<file path="src/rtl/cms_pix28_cmd_issuer.sv">
// Host-side command issuer for the firmware command word {device_id, op_code, body}, with EXECUTE status polling.
// Optional macro CMS_PIX28_CMD_AUTO_CLEAR_EN: issue a status-clear command before every W_EXECUTE.
module cms_pix28_cmd_issuer #(
    parameter int unsigned TIMEOUT_CYCLES = 1_000_000,
    parameter int unsigned GAP_CYCLES     = 4,
    parameter int unsigned TEST_NUM_LSB   = 12
) (
    input  logic        fw_axi_clk,
    input  logic        fw_rst_n,
    input  logic        cmd_valid,
    output logic        cmd_ready,
    input  logic [3:0]  cmd_device_id,
    input  logic [3:0]  cmd_op_code,
    input  logic [23:0] cmd_body,
    output logic [31:0] wr_word,
    output logic        wr_strobe,
    input  logic [31:0] status_word,
    output logic        rsp_valid,
    output logic [1:0]  rsp_code,
    output logic        busy
);

    localparam logic [3:0]  OP_CODE_W_EXECUTE = 4'hF;
`ifdef CMS_PIX28_CMD_AUTO_CLEAR_EN
    localparam logic [3:0]  OP_CODE_W_STATUS_FW_CLEAR = 4'hE;
`endif
    localparam logic [1:0]  RSP_OK       = 2'b00;
    localparam logic [1:0]  RSP_TIMEOUT  = 2'b01;
    localparam logic [1:0]  RSP_FW_ERROR = 2'b10;
    localparam logic [1:0]  RSP_BAD_CFG  = 2'b11;
    localparam logic [23:0] TIMEOUT_LAST = 24'(TIMEOUT_CYCLES - 1);
    localparam logic [3:0]  GAP_LAST     = 4'(GAP_CYCLES - 1);

`ifdef CMS_PIX28_CMD_AUTO_CLEAR_EN
    typedef enum logic [2:0] {IDLE, CHECK, CLEAR, CLEAR_GAP, ISSUE, GAP, POLL, RESP} state_t;
`else
    typedef enum logic [2:0] {IDLE, CHECK, ISSUE, GAP, POLL, RESP} state_t;
`endif

    state_t      state;
    state_t      next_state;
    logic [3:0]  dev_q;
    logic [3:0]  op_q;
    logic [23:0] body_q;
    logic [3:0]  gap_cnt;
    logic [23:0] tmo_cnt;
    logic [1:0]  rsp_code_next;
    logic [31:0] word_next;
    logic        strobe_next;
    logic        gap_run;
    logic        is_exec;
    logic [3:0]  test_field;
    logic        test_done;
    logic        unused_status;

    function automatic logic is_one_hot(input logic [3:0] v);
        return (v != 4'd0) && ((v & (v - 4'd1)) == 4'd0);
    endfunction

    assign cmd_ready  = (state == IDLE);
    assign busy       = (state != IDLE);
    assign is_exec    = (op_q == OP_CODE_W_EXECUTE);
    assign test_field = body_q[TEST_NUM_LSB +: 4];
    // test_field is known one-hot in POLL, so this selects status bit 14 + log2(test_number)
    assign test_done  = |(status_word[17:14] & test_field);
    assign unused_status = ^{status_word[30:18], status_word[13:0]};

    always_comb begin
        next_state    = state;
        rsp_code_next = rsp_code;
        word_next     = wr_word;
        strobe_next   = 1'b0;
        gap_run       = 1'b0;
        case (state)
            IDLE: begin
                if (cmd_valid) next_state = CHECK;
            end
            CHECK: begin
                if (!is_one_hot(dev_q) || (is_exec && !is_one_hot(test_field))) begin
                    next_state    = RESP;
                    rsp_code_next = RSP_BAD_CFG;
                end else begin
`ifdef CMS_PIX28_CMD_AUTO_CLEAR_EN
                    next_state = is_exec ? CLEAR : ISSUE;
`else
                    next_state = ISSUE;
`endif
                end
            end
`ifdef CMS_PIX28_CMD_AUTO_CLEAR_EN
            CLEAR: begin
                next_state = CLEAR_GAP;
            end
            CLEAR_GAP: begin
                gap_run = 1'b1;
                if (gap_cnt == GAP_LAST) next_state = ISSUE;
            end
`endif
            ISSUE: begin
                next_state = GAP;
            end
            GAP: begin
                gap_run = 1'b1;
                if (gap_cnt == GAP_LAST) begin
                    if (is_exec) begin
                        next_state = POLL;
                    end else begin
                        next_state    = RESP;
                        rsp_code_next = RSP_OK;
                    end
                end
            end
            POLL: begin
                // Firmware error outranks a simultaneous done bit
                if (status_word[31]) begin
                    next_state    = RESP;
                    rsp_code_next = RSP_FW_ERROR;
                end else if (test_done) begin
                    next_state    = RESP;
                    rsp_code_next = RSP_OK;
                end else if (tmo_cnt == TIMEOUT_LAST) begin
                    next_state    = RESP;
                    rsp_code_next = RSP_TIMEOUT;
                end
            end
            RESP: begin
                next_state = IDLE;
            end
            default: begin
                next_state = IDLE;
            end
        endcase

        if (next_state == ISSUE) begin
            strobe_next = 1'b1;
            word_next   = {dev_q, op_q, body_q};
        end
`ifdef CMS_PIX28_CMD_AUTO_CLEAR_EN
        if (next_state == CLEAR) begin
            strobe_next = 1'b1;
            word_next   = {dev_q, OP_CODE_W_STATUS_FW_CLEAR, 24'h0};
        end
`endif
    end

    always_ff @(posedge fw_axi_clk) begin
        if (!fw_rst_n) begin
            state     <= IDLE;
            dev_q     <= '0;
            op_q      <= '0;
            body_q    <= '0;
            gap_cnt   <= '0;
            tmo_cnt   <= '0;
            wr_word   <= '0;
            wr_strobe <= 1'b0;
            rsp_valid <= 1'b0;
            rsp_code  <= RSP_OK;
        end else begin
            state     <= next_state;
            wr_word   <= word_next;
            wr_strobe <= strobe_next;
            rsp_valid <= (next_state == RESP);
            if (next_state == RESP) rsp_code <= rsp_code_next;
            if (state == IDLE && cmd_valid) begin
                dev_q  <= cmd_device_id;
                op_q   <= cmd_op_code;
                body_q <= cmd_body;
            end
            gap_cnt <= (gap_run && next_state == state) ? gap_cnt + 4'd1 : 4'd0;
            // Poll counter saturates instead of wrapping
            if (state == POLL && next_state == POLL) begin
                if (tmo_cnt != '1) tmo_cnt <= tmo_cnt + 24'd1;
            end else begin
                tmo_cnt <= '0;
            end
        end
    end

endmodule

</file>
<file path="config.mk">
export PLATFORM = sky130hd
export DESIGN_NAME = cms_pix28_cmd_issuer
export DESIGN_NICKNAME = d
export VERILOG_FILES = /design/src/rtl/cms_pix28_cmd_issuer.sv
export SDC_FILE = /design/constraint.sdc
export NUM_CORES = 1
export LEC_CHECK = 0
export BUFFER_PORTS_ARGS = -buffer_cell sky130_fd_sc_hd__buf_4
export CAP_MARGIN = 20
export CORE_MARGIN = 8
export CORE_UTILIZATION = 47
export CTS_CLUSTER_DIAMETER = 150
export DETAILED_ROUTE_END_ITERATION = 8
export PLACE_DENSITY = 0.75
export SETUP_SLACK_MARGIN = 0.05
export SLEW_MARGIN = 20
export SYNTH_ARGS = -nofsm -noshare
export SYNTH_HDL_FRONTEND = slang
export SYNTH_SLANG_ARGS = --single-unit
</file>
<file path="constraint.sdc">
create_clock -name fw_axi_clk -period 2.05 [get_ports fw_axi_clk]
set_input_delay 0.41 -clock fw_axi_clk [delete_from_list [all_inputs] [get_ports fw_axi_clk]]
set_output_delay 0.41 -clock fw_axi_clk [all_outputs]
set_load 0.01 [all_outputs]
</file>
==> results.toml, run 1 <==
[setup_path]
worstPathCellList = "nand4_2 -> or4b_4 -> or3b_1 -> xor2_1 -> nor2_2"
cp_slowest_cell = "or4b_4"
worstPathArrival_ns = 2.18
worstSetupStartpointType = "flip-flop"
crit_required_ns = 2.31
crit_path_max_fanout = 6
crit_type = "reg -> reg"
end_kind = "flip-flop"
r2r_slack_ns = 0.12
max_stage_delay_ns = 0.61

[detailed_routing]
drt-initial-drc-count = 180
drt-total-wl_um = 9960
dr.pass1.iters = 4
wl_per_cell_um = 14.1
vias = 3799
post_drt_via_cell_ratio = 5.39
drc = 0
ant_nets = 0

[synthesis]
synth_xor_xnor_area_share_pct = 4.70
synth_edf_count = 0
syn_nets = 571
synth_adder_area_share_pct = 0.611
synth-seq-cells = 99
syn_inst = 502
synth.distinct_cells = 50
synth_compound_area_share_pct = 14.9
seq_area_frac_synth_pct = 48.4
synth_top_family_by_area = "simple AND/OR/NAND/NOR gates"
synthArstFlopShare_pct = 0
synthMuxAreaShare_pct = 0.244
synth_area_um2 = 4100
ys.flop_type = "dfxtp_1"
syn_avg_cell_area_um2 = 8.17
ys_warn_count = 0
yosys.area_share.simple_pct = 27.1

[cts]
insertion_delay_ns = 0.37
cts_tree = "yes"
htreeDepth = 3
path_clk_slew_ns = 0.11
numClockSinks = 99
ctsRootBufferMaster = "clkbuf_8"
cts_made_buffers = 9
clockBufferDepth = 2

[grt]
antenna_found_initial = 0
grt-ovfl-total = 0
first_global_vias = 3463
track_usage_pct = 16.6
grt_max_degree = 54
grt_pass1_wl_um = 16000

[power]
p_leak_nw = 2.00
clkPwrFrac_pct = 25.4
p_switching_mw = 1.54
power_density_nw_per_um2 = 877
switching_share_pct = 33.2
ir_worst_vdd_mv = 0.512
p_int_mw = 3.10
power_frac_seq_pct = 49.2
comb_power_share_pct = 25.4

[final_layout]
fillCellCount = 739
diodes = 0
final_area_um2 = 5290
drive_gt1_share_pct = 24.8
areaGrowthSynthToFinish_pct = 29.1
fin_nets = 662
layout.cells.non_filler = 705
multi_input_area_um2 = 2020
seq_area_um2 = 1990
most-common-layout-cells = "nand2_1, buf_4, dfxtp_1"
final_common_cell = "nand2_1"

[timing]
worst_slew_pin_slew_ns = 0.521
setup_ws_ns = 0.121
period_share_pct = 94.1
slew_viol_final = 0
fin_skew_ns = 0.0174
relSlewSlack_pct = 64.8
rsz0062_at_grt = "true"
clock.fmax_mhz = 518
setup_viol = 0
fin_crit_ns = 1.93
hold_violations = 0
fin_setup_tns_ns = 0

[run_status]
status = "complete, no violations"

[floorplanning]
ios = 105
die_w_um = 109
core_area_um2 = 8590
rows = 34
initial_core_util_pct = 47.7
die_h_um = 109
dieArea_um2 = 12000

[placed_design]
post-place-ws_ns = -0.0359
placed_cells = 687
dp_hpwl_um = 7020
placed_cell_area_um2 = 4990
io_buffers = 77
gp_congestion = 0.859

[job]
maxCapViolCount = 0

[min_path]
hp-class = "in -> reg"
-- synth_stat cells (all sizes together), types with 3 or more instances --
cell / instances / share of area, %
a211oi: 7 / 1.3
nand4: 8 / 1.5
dfxtp: 99 / 48
nor3: 5 / 0.61
clkbuf: 21 / 1.9
nand3: 46 / 5.9
nor3b: 3 / 0.55
and4: 3 / 0.64
nor4: 5 / 1.1
xor2: 5 / 1.1
or3: 3 / 0.46
inv: 8 / 0.73
nor2: 30 / 2.9
xnor2: 17 / 3.6
and2: 3 / 0.46
o21ai: 36 / 4.4
a21oi: 47 / 5.7
buf: 10 / 1.3
nand2: 110 / 10
-- final cells by class --
type | instances | area share, %
multi-input combinational | 363 | 38.2
sequential | 99 | 37.5
timing repair buffer | 111 | 17.7
tap | 108 | 2.55
clock buffer | 9 | 2.34
clock inverter | 6 | 1.04
inverter | 9 | 0.638
-- worst paths after layout --
kind,start,end,cells past startpoint
worst max-delay path,tmo_cnt[10],tmo_cnt[21],5
worst min-delay path,cmd_device_id[1],dev_q[1],3
worst max register to register,tmo_cnt[10],tmo_cnt[21],5
worst min register to register,gap_cnt[0],gap_cnt[0],1
-- power by group through the flow --
stage	Combinational, mW	Clock [mW]	Sequential, mW
3_3_place_gp	1.12	0	2.31
5_1_grt	1.30	1.28	2.31
2_1_floorplan	0.654	0	2.31
3_5_place_dp	1.14	0	2.32
6_report	1.18	1.18	2.28
4_1_cts	1.15	1.22	2.28
-- metrics by stage --
step | hold slack, ns | power [mW] | util, %
final | 0.273 | 4.64 | 61.6
after global routing | 0.262 | 4.90 | 61.6
after CTS | 0.257 | 4.64 | 60.3
after detailed placement | 0.443 | 3.46 | 58.1
after global placement | 0.429 | 3.43 | 58.1
after floorplan | 0.418 | 2.96 | -
-- sequential cells by signal, indices dropped and copies added, names as in the netlist --
register   cells
state          3
body_q        24
op_q           4
rsp_valid      1
gap_cnt        4
tmo_cnt       24
wr_strobe      1
dev_q          4
wr_word       32
rsp_code       2
-- worst max-delay path, delay by kind of cell (launching register included) --
kind | cells | cell delay (ns)
xor+xnor | 1 | 0.17
flops | 1 | 0.39
simple gates | 4 | 1.26
-- routing by layer --
metal | vias up | track usage (%) | part of all wire (%)
met5 | - | 0 | 0
met4 | 0 | 5.21 | 1.1
met3 | 12 | 4.69 | 5.6
met2 | 87 | 26.4 | 47
met1 | 1778 | 21.2 | 46
li1 | 1922 | - | -
-- logic make-up (layout without fill, tap and decap cells) --
group / Yosys count / after routing
muxes: 1 / 1
xor gates and xnor gates: 22 / 22
DFF: 99 / 99
AOI/OAI and AO/OA: 107 / 107
buffers and inverters: 40 / 135
adders and majority gates: 2 / 2
and+or+nand+nor: 231 / 231
-- timing repair --
| item | 4_1_cts | 5_1_grt |
|---|---|---|
| gates cloned | 0 | 2 |
| hold buffers | 0 | 0 |
| setup endpoints to repair | 27 | 41 |
| pin swaps | 0 | 3 |
| setup buffers | 0 | 1 |
| resized for setup | 3 | 11 |
Note: power is estimated with default switching activity, not from simulation.
==> run 2, diff against run 1 <==
==> constraint.sdc (replaced) <==
create_clock -name fw_axi_clk -period 2.05 [get_ports fw_axi_clk]
set_input_delay 0.41 -clock fw_axi_clk [delete_from_list [all_inputs] [get_ports fw_axi_clk]]
set_output_delay 0.41 -clock fw_axi_clk [all_outputs]
set_load 0.05 [all_outputs]
==> results.toml, run 2 (synthesis gave the netlist of run 1 again) <==
[run_status]
status = "complete, no violations"

[detailed_routing]
post_drt_via_cell_ratio = 5.38
wl_per_cell_um = 14.6
drt-initial-drc-count = 209
drt-total-wl_um = 10300
dr.pass1.iters = 4
ant_nets = 0
vias = 3815
drc = 0

[final_layout]
most-common-layout-cells = "nand2_1, buf_4, dfxtp_1"
areaGrowthSynthToFinish_pct = 29.2
final_common_cell = "nand2_1"
max_flop_register = "wr_word"
largest_register_ffs = 32
reg_top3 = "wr_word x32, body_q x24, tmo_cnt x24"
diodes = 0
final_area_um2 = 5300
fin_nets = 665
drive_gt1_share_pct = 25.3

[grt]
first_global_vias = 3590
track_usage_pct = 17.1
grt_max_degree = 44
antenna_found_initial = 0
grt-ovfl-total = 0
grt_pass1_wl_um = 16700

[setup_path]
cp_slowest_cell = "or4bb_1"
r2r_slack_ns = 0.13
r2r_start = "tmo_cnt[6]"
worst_r2r_path_depth = 7
crit_path_max_fanout = 8
max_stage_delay_ns = 0.52
worst_r2r_endpoint = "tmo_cnt[20]"
path_buf_inv = 2
end_kind = "flip-flop"
worstPathArrival_ns = 2.18
crit_required_ns = 2.31
worstSetupStartpointType = "flip-flop"
crit_type = "reg -> reg"
worstPathCellList = "or4bb_1 -> nor4_2 -> buf_4 -> a21oi_2 -> nand3_2 -> clkbuf_16 -> a21oi_1"
critical_path.top_delay_family = "simple AND/OR/NAND/NOR gates"

[timing]
period_share_pct = 93.8
relSlewSlack_pct = 61.0
fin_skew_ns = 0.0138
fin_crit_ns = 1.92
clock.fmax_mhz = 520
slew_viol_final = 0
worst_slew_pin_slew_ns = 0.580
setup_viol = 0
hold_violations = 0
fin_setup_tns_ns = 0
rsz0062_at_grt = "true"

[cts]
path_clk_slew_ns = 0.11
ctsRootBufferMaster = "clkbuf_8"
insertion_delay_ns = 0.38
numClockSinks = 99
htreeDepth = 3
clockBufferDepth = 2
cts_tree = "yes"
cts_made_buffers = 9

[job]
maxCapViolCount = 0

[placed_design]
io_buffers = 77
dp_hpwl_um = 7200
gp_congestion = 0.828
placed_cell_area_um2 = 4990

[min_path]
hold_end = "body_q[1]"
min_from = "cmd_body[1]"
hp-class = "in -> reg"
min_path_cells = 3

[floorplanning]
dieArea_um2 = 12000
initial_core_util_pct = 47.7
rows = 34
die_h_um = 109
core_area_um2 = 8590
die_w_um = 109
ios = 105

[power]
ir_worst_vdd_mv = 0.775
p_leak_nw = 2.00
power_density_nw_per_um2 = 953
run 2: what timing repair did:
item | CTS | global route
hold buffers | 0 | 0
setup endpoints to repair | 0 | 30
resized for setup | 0 | 11
setup buffers | 0 | 2
hold endpoints to repair | 0 | 0
run 2: layout make-up:
class / count / area, um2
Tap cell: 108 / 135
Inverter: 9 / 33.8
Clock buffer: 10 / 128
Clock inverter: 6 / 78.8
Timing Repair Buffer: 114 / 932
Sequential cell: 99 / 1990
Fill cell: 759 / 3300
Multi-Input combinational cell: 363 / 2000
run 2: power by group:
group	switching, mW	internal, mW	total, mW
Clock	0.730	0.593	1.32
Sequential	0.173	2.12	2.29
Combinational	0.904	0.527	1.43
Total	1.81	3.24	5.05
run 2: worst max-delay path by stage:
stage	startpoint	endpoint	slack [ns]	cells after the start
after floorplan	tmo_cnt[0]	tmo_cnt[20]	0.14	6
after global placement	tmo_cnt[21]	rsp_code[0]	0.12	6
after detailed placement	tmo_cnt[21]	rsp_code[0]	0.09	6
after CTS	tmo_cnt[21]	rsp_code[0]	0.06	6
after global routing	tmo_cnt[6]	tmo_cnt[20]	0.04	7
final	tmo_cnt[6]	tmo_cnt[20]	0.13	7
run 2: metal layers:
layer  track usage (%)  vias up  part of all wire [%]
met2              27.5       89                    47
met5                 0        -                     0
met3              5.22       20                   5.6
li1                  -     1921                     -
met1              21.3     1785                    46
met4              5.79        0                   1.4
run 2: per-stage QoR:
step	utilization [%]	cells	setup slack (ns)	total power [mW]	hold WS [ns]
floorplan	-	502	0.136	3.24	0.418
global placement	58.1	689	0.121	3.67	0.432
detailed placement	58.1	689	0.0908	3.70	0.449
CTS	60.5	705	0.0615	5.02	0.259
global route	61.6	709	0.0385	5.31	0.252
finish	61.6	709	0.127	5.05	0.272
run 2: worst register-to-register path: stages, from the launching register on:
cell and delay [ns]:
dfxtp_2 0.36, or4bb_1 0.52, nor4_2 0.29, buf_4 0.16, a21oi_2 0.07, nand3_2 0.20, clkbuf_16 0.19, a21oi_1 0.04
==> run 3, diff against run 2 <==
==> constraint.sdc (replaced) <==
create_clock -name fw_axi_clk -period 2.05 [get_ports fw_axi_clk]
set_input_delay 0.205 -clock fw_axi_clk [delete_from_list [all_inputs] [get_ports fw_axi_clk]]
set_output_delay 0.205 -clock fw_axi_clk [all_outputs]
set_load 0.05 [all_outputs]
==> results.toml, run 3 (synthesis gave the netlist of run 1 again) <==
[run_status]
status = "complete, no violations"

[detailed_routing]
dr.pass1.iters = 4
drt-initial-drc-count = 219
vias = 3766
post_drt_via_cell_ratio = 5.35
wl_per_cell_um = 14.0
drt-total-wl_um = 9850
drc = 0
ant_nets = 0

[grt]
grt-ovfl-total = 0
grt_max_degree = 44
antenna_found_initial = 0
grt_pass1_wl_um = 16700
first_global_vias = 3667
track_usage_pct = 17.1

[min_path]
hp-class = "in -> reg"

[timing]
fin_skew_ns = 0.0133
setup_viol = 0
hold_violations = 0
period_share_pct = 92.6
fin_setup_tns_ns = 0
worst_slew_pin_slew_ns = 0.479
relSlewSlack_pct = 67.8
slew_viol_final = 0
fin_crit_ns = 1.90
clock.fmax_mhz = 527
setup_ws_ns = 0.151
rsz0062_at_grt = "false"

[placed_design]
dp_hpwl_um = 7140
post-place-ws_ns = 0.0487
gp_congestion = 0.839
io_buffers = 77

[final_layout]
max_flop_register = "wr_word"
areaGrowthSynthToFinish_pct = 27.5
reg_top3 = "wr_word x32, body_q x24, tmo_cnt x24"
fin_nets = 660
drive_gt1_share_pct = 24.3
final_common_cell = "nand2_1"
diodes = 0
most-common-layout-cells = "nand2_1, buf_4, dfxtp_1"
fillCellCount = 775
largest_register_ffs = 32

[cts]
path_clk_slew_ns = 0.11
htreeDepth = 3
numClockSinks = 99
cts_made_buffers = 9
insertion_delay_ns = 0.37
clockBufferDepth = 2
cts_tree = "yes"
ctsRootBufferMaster = "clkbuf_8"

[setup_path]
worst_r2r_endpoint = "rsp_valid"
worstSetupStartpointType = "flip-flop"
worst_r2r_path_depth = 6
worstPathArrival_ns = 2.20
r2r_start = "tmo_cnt[11]"
end_kind = "flip-flop"
crit_required_ns = 2.35
r2r_slack_ns = 0.15
crit_type = "reg -> reg"
startpoint = "tmo_cnt[11]"
crit_path_max_fanout = 3
crit_end = "rsp_valid"

[floorplanning]
core_area_um2 = 8590
initial_core_util_pct = 47.7
ios = 105
die_h_um = 109
dieArea_um2 = 12000
die_w_um = 109
rows = 34

[power]
ir_worst_vdd_mv = 1.05
p_leak_nw = 1.97
power_density_nw_per_um2 = 937

[job]
maxCapViolCount = 0
[run 3: worst min path at each step]
stage	cells past startpoint	slack, ns	startpoint	to
after floorplan	2	0.34	cmd_body[0]	body_q[0]
after global placement	1	0.43	gap_cnt[0]	gap_cnt[0]
after detailed placement	2	0.45	body_q[4]	body_q[4]
after CTS	3	0.06	cmd_body[9]	body_q[9]
after global routing	3	0.06	cmd_body[1]	body_q[1]
final	3	0.07	cmd_body[9]	body_q[9]
[run 3: worst max-delay path: stages (launching register included)]
cell and delay (ns):
dfxtp_1 0.32, or4_1 0.54, nor4_2 0.31, buf_4 0.17, a21oi_2 0.07, a21oi_1 0.25
o21a_1 0.19
[run 3: cell type report]
type | instances | area, um2 | area share (%)
timing repair buffer | 109 | 860 | 16.4
multi-input combinational | 363 | 2010 | 38.5
inverter | 9 | 33.8 | 0.646
clock inverter | 6 | 61.3 | 1.17
tap | 108 | 135 | 2.59
clock buffer | 10 | 138 | 2.63
sequential | 99 | 1980 | 38.0
[run 3: where the power goes]
part           total [mW]  leakage (nW)  internal (mW)  switching (mW)
clock                1.21        0.0973          0.499           0.711
sequential           2.29         0.804           2.12           0.169
combinational        1.40          1.07          0.498           0.900
total                4.90          1.97           3.12            1.78
[run 3: per-layer routing]
layer  up-vias  global-route usage, %  part of all wire [%]
li1       1907                      -                     -
met1      1750                   21.1                    44
met2        89                   27.5                    47
met3        20                   4.81                   7.0
met4         0                   6.85                   1.9
met5         -                      0                     0
[run 3: repair_timing]
item | in CTS | in global routing
hold buffers | 0 | 0
gates resized for setup | 2 | 7
setup buffers | 0 | 0
pin swaps | 0 | 2
setup endpoints to repair | 11 | 50
[run 3: stage by stage]
step	utilization, %	power, mW	area [um2]	hold slack (ns)	instances
final	60.8	4.90	5230	0.0680	704
after global routing	60.8	5.17	5230	0.0563	704
after CTS	60.5	4.93	5200	0.0619	704
after detailed placement	58.0	3.71	4980	0.447	688
after global placement	58.0	3.68	4980	0.430	688
after floorplan	-	3.24	4110	0.341	502
